File: src/rtl/fifo_rd_pkg.sv
// -----------------------------------------------------------------------------
// fifo_rd_pkg
// Shared definitions for the read-side frame parser of the 16-bit async FIFO:
// parser state encoding, default widths, header field positions and a small
// helper that builds the first/last sideband tag carried with each word.
// -----------------------------------------------------------------------------
package fifo_rd_pkg;

    localparam int DATA_W_DEF  = 16;
    localparam int LEN_W_DEF   = 12;
    localparam int MAX_LEN_DEF = 2048;

    // Header layout: length in the low bits, the rest is reserved and ignored.
    localparam int HDR_LEN_LSB  = 0;
    localparam int HDR_RSVD_LSB = HDR_LEN_LSB + LEN_W_DEF;

    typedef enum logic [1:0] {
        S_HDR  = 2'd0,
        S_PAY  = 2'd1,
        S_DROP = 2'd2
    } state_e;

    // Sideband tag stored next to each payload word: {first, last}.
    function automatic logic [1:0] pay_tag(input logic first, input logic last);
        return {first, last};
    endfunction

endpackage

File: src/rtl/stream_skid_buf.sv
// -----------------------------------------------------------------------------
// stream_skid_buf
// Two-entry in-order buffer feeding a registered valid/ready stream.
// Ports:
//   clk, rst   clock and synchronous active-high reset
//   i_push     write i_data this cycle (caller only pushes when o_space=1)
//   i_data     W-bit entry to store
//   i_ready    downstream accept
//   o_valid    head entry valid (entry count != 0)
//   o_data     head entry, stable until accepted
//   o_space    a push this cycle is accepted (not full, or head leaving)
// -----------------------------------------------------------------------------
module stream_skid_buf #(
    parameter int W = 18
) (
    input  logic         clk,
    input  logic         rst,
    input  logic         i_push,
    input  logic [W-1:0] i_data,
    input  logic         i_ready,
    output logic         o_valid,
    output logic [W-1:0] o_data,
    output logic         o_space
);

    logic [W-1:0] r_head;
    logic [W-1:0] r_tail;
    logic [1:0]   r_cnt;
    logic         w_pop;
    logic         w_push;

    assign w_pop   = (r_cnt != 2'd0) && i_ready;
    // A full buffer can still take a word in the same cycle its head leaves.
    assign o_space = (r_cnt != 2'd2) || w_pop;
    assign w_push  = i_push && o_space;
    assign o_valid = (r_cnt != 2'd0);
    assign o_data  = r_head;

    // Entry storage and occupancy count.
    always_ff @(posedge clk) begin
        if (rst) begin
            r_head <= {W{1'b0}};
            r_tail <= {W{1'b0}};
            r_cnt  <= 2'd0;
        end else begin
            case ({w_push, w_pop})
                2'b10: begin
                    if (r_cnt == 2'd0) begin
                        r_head <= i_data;
                    end else begin
                        r_tail <= i_data;
                    end
                    r_cnt <= r_cnt + 2'd1;
                end
                2'b01: begin
                    r_head <= r_tail;
                    r_cnt  <= r_cnt - 2'd1;
                end
                2'b11: begin
                    // Count unchanged; the new word lands behind whatever remains.
                    if (r_cnt == 2'd2) begin
                        r_head <= r_tail;
                        r_tail <= i_data;
                    end else begin
                        r_head <= i_data;
                    end
                end
                default: begin
                    r_cnt <= r_cnt;
                end
            endcase
        end
    end

endmodule

File: src/rtl/fifo_rd_deframer.sv
// -----------------------------------------------------------------------------
// fifo_rd_deframer
// Pops a first-word-fall-through FIFO and parses length-prefixed frames
// (one header word, then len payload words) into a valid/ready stream.
// Ports:
//   rd_clk, rd_rst        read-domain clock, synchronous active-high reset
//   fifo_rd_data          FIFO head word (valid while fifo_empty=0)
//   fifo_empty            FIFO empty flag
//   fifo_rd_en            pop strobe (combinational, never set while empty)
//   m_data/m_first/m_last payload word and frame boundary markers
//   m_valid, m_ready      stream handshake
//   frame_err             one-cycle pulse after an illegal header is popped
//   frame_cnt             frames whose last word was accepted (wrapping)
// -----------------------------------------------------------------------------
module fifo_rd_deframer
    import fifo_rd_pkg::*;
#(
    parameter int DATA_W  = DATA_W_DEF,
    parameter int LEN_W   = LEN_W_DEF,
    parameter int MAX_LEN = MAX_LEN_DEF
) (
    input  logic              rd_clk,
    input  logic              rd_rst,
    input  logic [DATA_W-1:0] fifo_rd_data,
    input  logic              fifo_empty,
    output logic              fifo_rd_en,
    output logic [DATA_W-1:0] m_data,
    output logic              m_valid,
    input  logic              m_ready,
    output logic              m_first,
    output logic              m_last,
    output logic              frame_err,
    output logic [15:0]       frame_cnt
);

    state_e             r_state;
    state_e             w_state_nxt;
    logic [LEN_W-1:0]   r_rem;
    logic [LEN_W-1:0]   w_rem_nxt;
    logic               r_first_pend;
    logic               w_first_pend_nxt;
    logic               r_frame_err;
    logic               w_err_nxt;
    logic [15:0]        r_frame_cnt;
    logic               w_rd_en;
    logic               w_push;
    logic               w_space;
    logic [LEN_W-1:0]   w_len;
    logic [DATA_W+1:0]  w_buf_din;
    logic [DATA_W+1:0]  w_buf_dout;

    assign w_len     = fifo_rd_data[HDR_LEN_LSB +: LEN_W];
    assign w_buf_din = {fifo_rd_data, pay_tag(r_first_pend, r_rem == LEN_W'(1))};

    // Pop decision and parser next-state.
    always_comb begin
        w_rd_en          = 1'b0;
        w_push           = 1'b0;
        w_err_nxt        = 1'b0;
        w_state_nxt      = r_state;
        w_rem_nxt        = r_rem;
        w_first_pend_nxt = r_first_pend;
        if (rd_rst) begin
            w_rd_en = 1'b0;
        end else begin
            case (r_state)
                S_HDR: begin
                    w_rd_en = !fifo_empty;
                    if (w_rd_en) begin
                        if (w_len == {LEN_W{1'b0}}) begin
                            w_err_nxt = 1'b1;
                        end else if (w_len > LEN_W'(MAX_LEN)) begin
                            w_err_nxt   = 1'b1;
                            w_rem_nxt   = w_len;
                            w_state_nxt = S_DROP;
                        end else begin
                            w_rem_nxt        = w_len;
                            w_first_pend_nxt = 1'b1;
                            w_state_nxt      = S_PAY;
                        end
                    end else begin
                        w_state_nxt = S_HDR;
                    end
                end
                S_PAY: begin
                    if (r_rem == {LEN_W{1'b0}}) begin
                        // Unreachable by construction; recover instead of underflowing.
                        w_state_nxt = S_HDR;
                    end else begin
                        w_rd_en = !fifo_empty && w_space;
                        if (w_rd_en) begin
                            w_push           = 1'b1;
                            w_first_pend_nxt = 1'b0;
                            w_rem_nxt        = r_rem - LEN_W'(1);
                            if (r_rem == LEN_W'(1)) begin
                                w_state_nxt = S_HDR;
                            end else begin
                                w_state_nxt = S_PAY;
                            end
                        end else begin
                            w_state_nxt = S_PAY;
                        end
                    end
                end
                S_DROP: begin
                    if (r_rem == {LEN_W{1'b0}}) begin
                        w_state_nxt = S_HDR;
                    end else begin
                        w_rd_en = !fifo_empty;
                        if (w_rd_en) begin
                            w_rem_nxt = r_rem - LEN_W'(1);
                            if (r_rem == LEN_W'(1)) begin
                                w_state_nxt = S_HDR;
                            end else begin
                                w_state_nxt = S_DROP;
                            end
                        end else begin
                            w_state_nxt = S_DROP;
                        end
                    end
                end
                default: begin
                    w_state_nxt = S_HDR;
                end
            endcase
        end
    end

    // Parser state, remaining length, error pulse and delivered-frame count.
    always_ff @(posedge rd_clk) begin
        if (rd_rst) begin
            r_state      <= S_HDR;
            r_rem        <= {LEN_W{1'b0}};
            r_first_pend <= 1'b0;
            r_frame_err  <= 1'b0;
            r_frame_cnt  <= 16'd0;
        end else begin
            r_state      <= w_state_nxt;
            r_rem        <= w_rem_nxt;
            r_first_pend <= w_first_pend_nxt;
            r_frame_err  <= w_err_nxt;
            if (m_valid && m_ready && m_last) begin
                r_frame_cnt <= r_frame_cnt + 16'd1;
            end else begin
                r_frame_cnt <= r_frame_cnt;
            end
        end
    end

    stream_skid_buf #(
        .W (DATA_W + 2)
    ) u_buf (
        .clk     (rd_clk),
        .rst     (rd_rst),
        .i_push  (w_push),
        .i_data  (w_buf_din),
        .i_ready (m_ready),
        .o_valid (m_valid),
        .o_data  (w_buf_dout),
        .o_space (w_space)
    );

    assign fifo_rd_en = w_rd_en;
    assign m_data     = w_buf_dout[DATA_W+1:2];
    assign m_first    = w_buf_dout[1];
    assign m_last     = w_buf_dout[0];
    assign frame_err  = r_frame_err;
    assign frame_cnt  = r_frame_cnt;

endmodule

File: config.mk
export PLATFORM = sky130hd
export DESIGN_NAME = fifo_rd_deframer
export DESIGN_NICKNAME = d
export VERILOG_FILES = /design/src/rtl/fifo_rd_pkg.sv /design/src/rtl/stream_skid_buf.sv /design/src/rtl/fifo_rd_deframer.sv
export SDC_FILE = /design/constraint.sdc
export NUM_CORES = 1
export LEC_CHECK = 0
export CAP_MARGIN = 20
export CORE_MARGIN = 2
export CORE_UTILIZATION = 30
export DETAILED_ROUTE_END_ITERATION = 6
export PLACE_DENSITY = 0.51
export SYNTH_ARGS = -nofsm -noshare
export SYNTH_HDL_FRONTEND = slang
export SYNTH_HIERARCHICAL = 1
export SYNTH_SLANG_ARGS = --single-unit
File: constraint.sdc
create_clock -name rd_clk -period 3 [get_ports rd_clk]
set_input_delay 0.6 -clock rd_clk [delete_from_list [all_inputs] [get_ports rd_clk]]
set_output_delay 0.6 -clock rd_clk [all_outputs]
set_load 0.01 [all_outputs]
# ---- After elaboration in Yosys (flattened, before gate mapping)
# Cells that the tools add are included.
dict set report totals {
  ff_bits 70
  input_bits 20
  output_inout_bits 37
  elab_cells 94
}
dict set report classes {
  n_addsub 4
  magnitude_cmp 1
  eq_ne 19
  muxes 40
  bitwise 1
  n_reduce_logical 21
}
# cell count
set ops {}
lappend ops {{12-bit 2-to-1 mux} 6}
lappend ops {{18-bit 2-to-1 mux} 4}
lappend ops {{18-bit one-hot mux with 3 select lines} 1}
lappend ops {{12-bit one-hot mux with 3 select lines} 1}
lappend ops {{18-bit one-hot mux with 2 select lines} 1}
lappend ops {{12-bit zero test} 2}
lappend ops {{2-bit != test (second input constant)} 9}
lappend ops {{16-bit by 1-bit adder with 16-bit output (second input constant)} 1}
lappend ops {{2-bit 2-to-1 mux} 8}
lappend ops {{1-bit 2-to-1 mux} 15}
lappend ops {{12-bit by 1-bit == test with 1-bit output (second input constant)} 1}
lappend ops {{12-bit greater-than comparator (second input constant)} 1}
lappend ops {{12-bit by 1-bit subtractor with 12-bit output (second input constant)} 1}
lappend ops {{2-bit == test (second input constant)} 4}
lappend ops {{2-bit nonzero test} 4}
lappend ops {{7-bit AND reduction} 1}
lappend ops {{2-bit one-hot mux with 3 select lines} 1}
lappend ops {{6-bit AND reduction} 1}
lappend ops {{3-bit nonzero test} 2}
lappend ops {{2-bit by 1-bit == test with 1-bit output (second input constant)} 2}
lappend ops {{1-bit logical AND} 4}
lappend ops {{2-bit zero test} 2}
lappend ops {{2-bit by 1-bit != test with 1-bit output (second input constant)} 2}
lappend ops {{2-bit one-hot mux with 2 select lines} 1}
lappend ops {{other kinds (11)} 11}

# ---- Depth between registers and ports, before layout
dict set report logic_depth {
  depth_word 12
  depth_mapped 12
  mapped_depth_nobuf 8
}

# ---- Cells and area by module
# The synthesis kept the hierarchy.
# module n_inst cells_each area_per_inst_um2 seq_area_each_um2
set by_module_without_submodules {}
lappend by_module_without_submodules {stream_skid_buf 1 206 1921.8 760.7}
lappend by_module_without_submodules {fifo_rd_deframer 1 230 1854.3 640.6}

# ---- Least setup slack after synthesis
# Ideal clock, no wire load.
dict set report synth_path {
  path_type {input to register}
  start {input port m_ready}
  end {register u_buf.r_head[10] (netlist: u_buf/o_data[10])}
  setup_ps 144
  arrival_ps 2122
  required_time_ps 2856
  slack_ps 734
  path_stages 11
  n_path_buf 3
  path_cell_list {inv_1 -> nand3_1 -> nor2b_1 -> nand3_1 -> nor2_1 -> buf_2 -> nor3b_4 -> or2_1 -> buf_6 -> buf_6 -> a311oi_2}
}
dict set report synth_via {
  elab_chain_cells 11
  elab_cells_between_ends 15
  cone_classes {eq/ne (4); mux (5); reduce/logical (6)}
}
# item line_no
set synth_rtl {}
lappend synth_rtl {{start, declared} fifo_rd_deframer.sv:29} ;# input logic m_ready,
lappend synth_rtl {{1-bit logical AND *} stream_skid_buf.sv:32} ;# assign w_pop = (r_cnt != 2'd0) && i_ready;
lappend synth_rtl {{1-bit logical OR *} stream_skid_buf.sv:34} ;# assign o_space = (r_cnt != 2'd2) || w_pop;
lappend synth_rtl {{via w_space} fifo_rd_deframer.sv:47} ;# logic w_space;
lappend synth_rtl {{1-bit logical AND *} fifo_rd_deframer.sv:90} ;# w_rd_en = !fifo_empty && w_space;
lappend synth_rtl {{1-bit 2-to-1 mux *} fifo_rd_deframer.sv:91} ;# if (w_rd_en) begin
lappend synth_rtl {{1-bit 2-to-1 mux *} fifo_rd_deframer.sv:86} ;# if (r_rem == {LEN_W{1'b0}}) begin
lappend synth_rtl {{1-bit 2-to-1 mux *} fifo_rd_deframer.sv:66} ;# case (r_state)
lappend synth_rtl {{1-bit 2-to-1 mux *} fifo_rd_deframer.sv:63} ;# if (rd_rst) begin
lappend synth_rtl {{via w_push} fifo_rd_deframer.sv:46} ;# logic w_push;
lappend synth_rtl {{1-bit logical AND *} stream_skid_buf.sv:35} ;# assign w_push = i_push && o_space;
lappend synth_rtl {{2-bit == test or 2-bit by 1-bit == test with 1-bit output (tied branches)} stream_skid_buf.sv:46} ;# case ({w_push, w_pop})
lappend synth_rtl {{2-bit by 1-bit != test with 1-bit output (no line) or 3-bit nonzero test (tied branches)} -}
lappend synth_rtl {{2-bit AND reduction (no line)} -}
lappend synth_rtl {{end signal, assigned} stream_skid_buf.sv:42} ;# r_head <= {W{1'b0}};
lappend synth_rtl {{end signal, assigned} stream_skid_buf.sv:49} ;# r_head <= i_data;
lappend synth_rtl {{end signal, assigned} stream_skid_buf.sv:56} ;# r_head <= r_tail;
lappend synth_rtl {{end, declared} stream_skid_buf.sv:26} ;# logic [W-1:0] r_head;
# The timed path passes the listed nets; every way through them passes the cells marked *.
# A chain may end at the register's enable or synchronous reset.

# ---- Final worst setup path
dict set report layout_path {
  start {input port m_ready}
  end {register u_buf.r_head[15] (netlist: u_buf/o_data[15])}
}
# Same word-level chain as after synthesis.

==> metrics.md <==
| Metric | Value |
|---|---|
| Fin. Hold Viols | 0 |
| Total track usage | 15.2% |
| Post-DP HPWL | 6600 µm |
| Crit Path Class | input port to flop |
| Post-Layout Cell Count | 662 |
| Post-DR vias/cell | 5.08 |
| Worst slew pin tran | 0.911 ns |
| Vert. Die Dim | 116 µm |
| Syn_area_per_cell | 8.66 µm² |
| ANT cells | 0 |
| Max-slew violation count | 0 |
| CP endpoint kind | flop |
| Layout net count | 517 |
| Power Dens Cells | 515 nW/µm² |
| WP data required | 3.23 ns |
| Layout Utilization | 39.9% |
| Most common cell after layout, fill and taps aside | dfxtp_1 |
| Clock Skew | 0.0104 ns |
| Rel. slew slack | 39.2% |
| Fraction of layout cells with a size suffix above 1 | 10.7% |
| Clk_lat worst skew | 0.33 ns |
| Die ar. | 13500 µm² |
| Clock Path Buffers | 2 |
| Peak supply drop | 0.226 mV |
| DRT iter0 DRCs | 179 |
| Chip Width | 116 µm |
| RSZ-0062 raised after global routing | false |
| Switch share | 28.6% |
| Setup Fix Bufs, Post-CTS | 0 |
| # DRC | 0 |
| Maximum number of pins on one net before global-route repair | 88 |
| Outcome | finished clean |
| Most frequent cells in the layout | 70 x dfxtp_1, 54 x clkdlybuf4s50_1, 43 x nand2b_1 |
| Grt total ovfl | 0 |
| Netlist cell types | 51 |
| Post-route clock period utilization | 85.1% |
| CTS resizes | 1 |
| First drt pass iteration count | 4 |
| Fmax | 392 MHz |
| Post-synth EDFFs | 0 |
| Flops & latches, synth | 70 |
| Mapped Area | 3780 µm² |
| Sequential share of power | 41.1% |
| Fillers | 1229 |
| Switching Power | 715 µW |
| Post-Route WL | 9960 µm |
| Drt wl/cell | 15.0 µm |
| Arr. time, crit path | 2.78 ns |
| Comb pwr share | 19.8% |
| I/O pins | 57 |
| Worst hold path cell count | 2 |
| CP startpoint kind | input port |
| Routed Antenna Nets | 0 |
| CTS buffer count | 9 |
| Placed instance count | 646 |
| # Max-Cap Violations | 0 |
| Core ar. | 12200 µm² |
| Vias | 3363 |
| Gpl congestion | 0.770 |
| Leak | 0.00164 µW |
| Synth warnings | 6 |
| Critical path peak fanout | 17 |
| Initial Util | 31.0% |
| Vias in the first global route | 3236 |
| CTS tree | done |
| Post-CTS Hold Buffers | 0 |
| Final Hold Slack | 0.475 ns |
| Initial antenna violation count | 0 |
| R2R cell count | 9 |
| Root buffer cell | clkbuf_16 |
| Final setup violation count | 0 |
| Number of clock sinks | 70 |
| Reg clk slew, reported paths | 0.06 ns |
| Rows | 40 |
| First-pass GRT wire length | 16200 µm |
| Syn nets | 464 |
| Sequential area share after synthesis | 37.1% |
| Hold WC Path Type | flop to flop |
| Mapped Cells | 436 |
| Minimum clock period | 2.55 ns |
| CTS HTree Levels | 3 |
| Internal | 1780 µW |
| Port bufs | 56 |
| Synth-to-layout area growth | 28.5% |
| Asr flop ratio synth | 0% |
| Most used DFF post-synth | dfxtp_1 |
| Clk pwr share | 39.0% |
[synthesized netlist by cell type (all sizes together) (2+ instances only)]
master / instances / area [µm²]
o32ai: 5 / 43.8
a21o: 6 / 45.0
nor3: 25 / 125
mux2i: 22 / 220
nor2b: 9 / 56.3
a21boi: 4 / 33.8
a31oi: 3 / 18.8
inv: 10 / 37.5
ha: 8 / 100
a311oi: 18 / 220
a21oi: 16 / 80.1
nand3b: 3 / 22.5
buf: 15 / 98.8
clkbuf: 15 / 56.3
nor4: 7 / 50.1
o21ai: 27 / 135
a2111oi: 3 / 26.3
nand4: 7 / 43.8
o311a: 2 / 20.0
dfxtp: 70 / 1400
xor2: 12 / 105
xnor2: 4 / 35.0
nand2b: 43 / 269
o31a: 3 / 26.3
and4: 2 / 17.5
and3: 6 / 37.5
or2: 2 / 12.5
nand3: 33 / 165
a31o: 2 / 17.5
nor2: 28 / 105
nand2: 16 / 60.1
[worst max-delay path: stages]
cell,delay (ns)
clkdlybuf4s50_1,0.50
inv_1,0.08
nand3_1,0.12
nor2b_1,0.19
nand3_1,0.11
nor2_1,0.26
nor3b_4,0.26
buf_4,0.28
nor3_1,0.09
a311oi_1,0.26
[cell families (layout without fill, tap and decap cells)]
kind of cell	after synthesis	after routing	synth area share (%)
xor gates and xnor gates	16	16	3.71
muxes	22	22	5.83
DFF	70	70	37.1
and+or+nand+nor	185	185	26.6
buffers and inverters	41	99	5.20
adders and majority gates	8	8	2.65
AOI/OAI and AO/OA	94	94	18.9
[worst paths after layout]
check,from,to,slack (ns)
min reg2reg,u_buf/r_tail[15],u_buf/r_tail[15],0.48
max,m_ready,u_buf/o_data[15],0.45
max reg2reg,u_buf/r_cnt[0],u_buf/o_data[15],0.63
min,u_buf/r_tail[15],u_buf/r_tail[15],0.48
[power groups by stage]
stage | registers (µW) | clock network, µW | logic (µW)
after floorplan | 1040 | 0 | 333
after global placement | 1040 | 0 | 484
after detailed placement | 1040 | 0 | 492
after CTS | 1020 | 1000 | 495
after global routing | 1030 | 1040 | 556
final | 1030 | 976 | 496
[cell type report]
| type | instances | area [µm²] | area share, % |
|---|---|---|---|
| multi-input cells | 325 | 2200 | 45.4 |
| flip-flops and latches | 70 | 1400 | 28.9 |
| repair buffers | 72 | 728 | 15.0 |
| clock buffers | 12 | 246 | 5.08 |
| well taps | 168 | 210 | 4.33 |
| inverters | 11 | 41.3 | 0.851 |
| clock inverters | 4 | 22.5 | 0.464 |
[stage by stage]
step | power (µW) | worst slack, ns | TNS [ns] | area (µm²)
floorplan | 1370 | 0.734 | 0 | 3780
global placement | 1520 | -0.0268 | -0.0268 | 4560
detailed placement | 1530 | -0.0309 | -0.0309 | 4560
CTS | 2520 | 0.0557 | 0 | 4840
global route | 2630 | 0.272 | 0 | 4850
finish | 2500 | 0.448 | 0 | 4850
[sequential cells by signal, summed over array words and instances (netlist names)]
name          cells
frame_cnt        16
r_first_pend      1
r_state           2
r_rem            12
u_buf/o_data     18
u_buf/r_cnt       2
u_buf/r_tail     18
frame_err         1
[routing by layer]
| metal | global-route usage [%] | part of all wire (%) | vias to the layer above | wire (µm) |
|---|---|---|---|---|
| li1 | - | - | 1686 | - |
| met1 | 20.4 | 47 | 1613 | 4730 |
| met3 | 3.01 | 4.1 | 8 | 406 |
| met5 | 0 | 0 | - | 0 |
| met2 | 24.7 | 47 | 56 | 4730 |
| met4 | 4.68 | 0.99 | 0 | 99 |
Note: power is estimated with default switching activity, not from simulation.
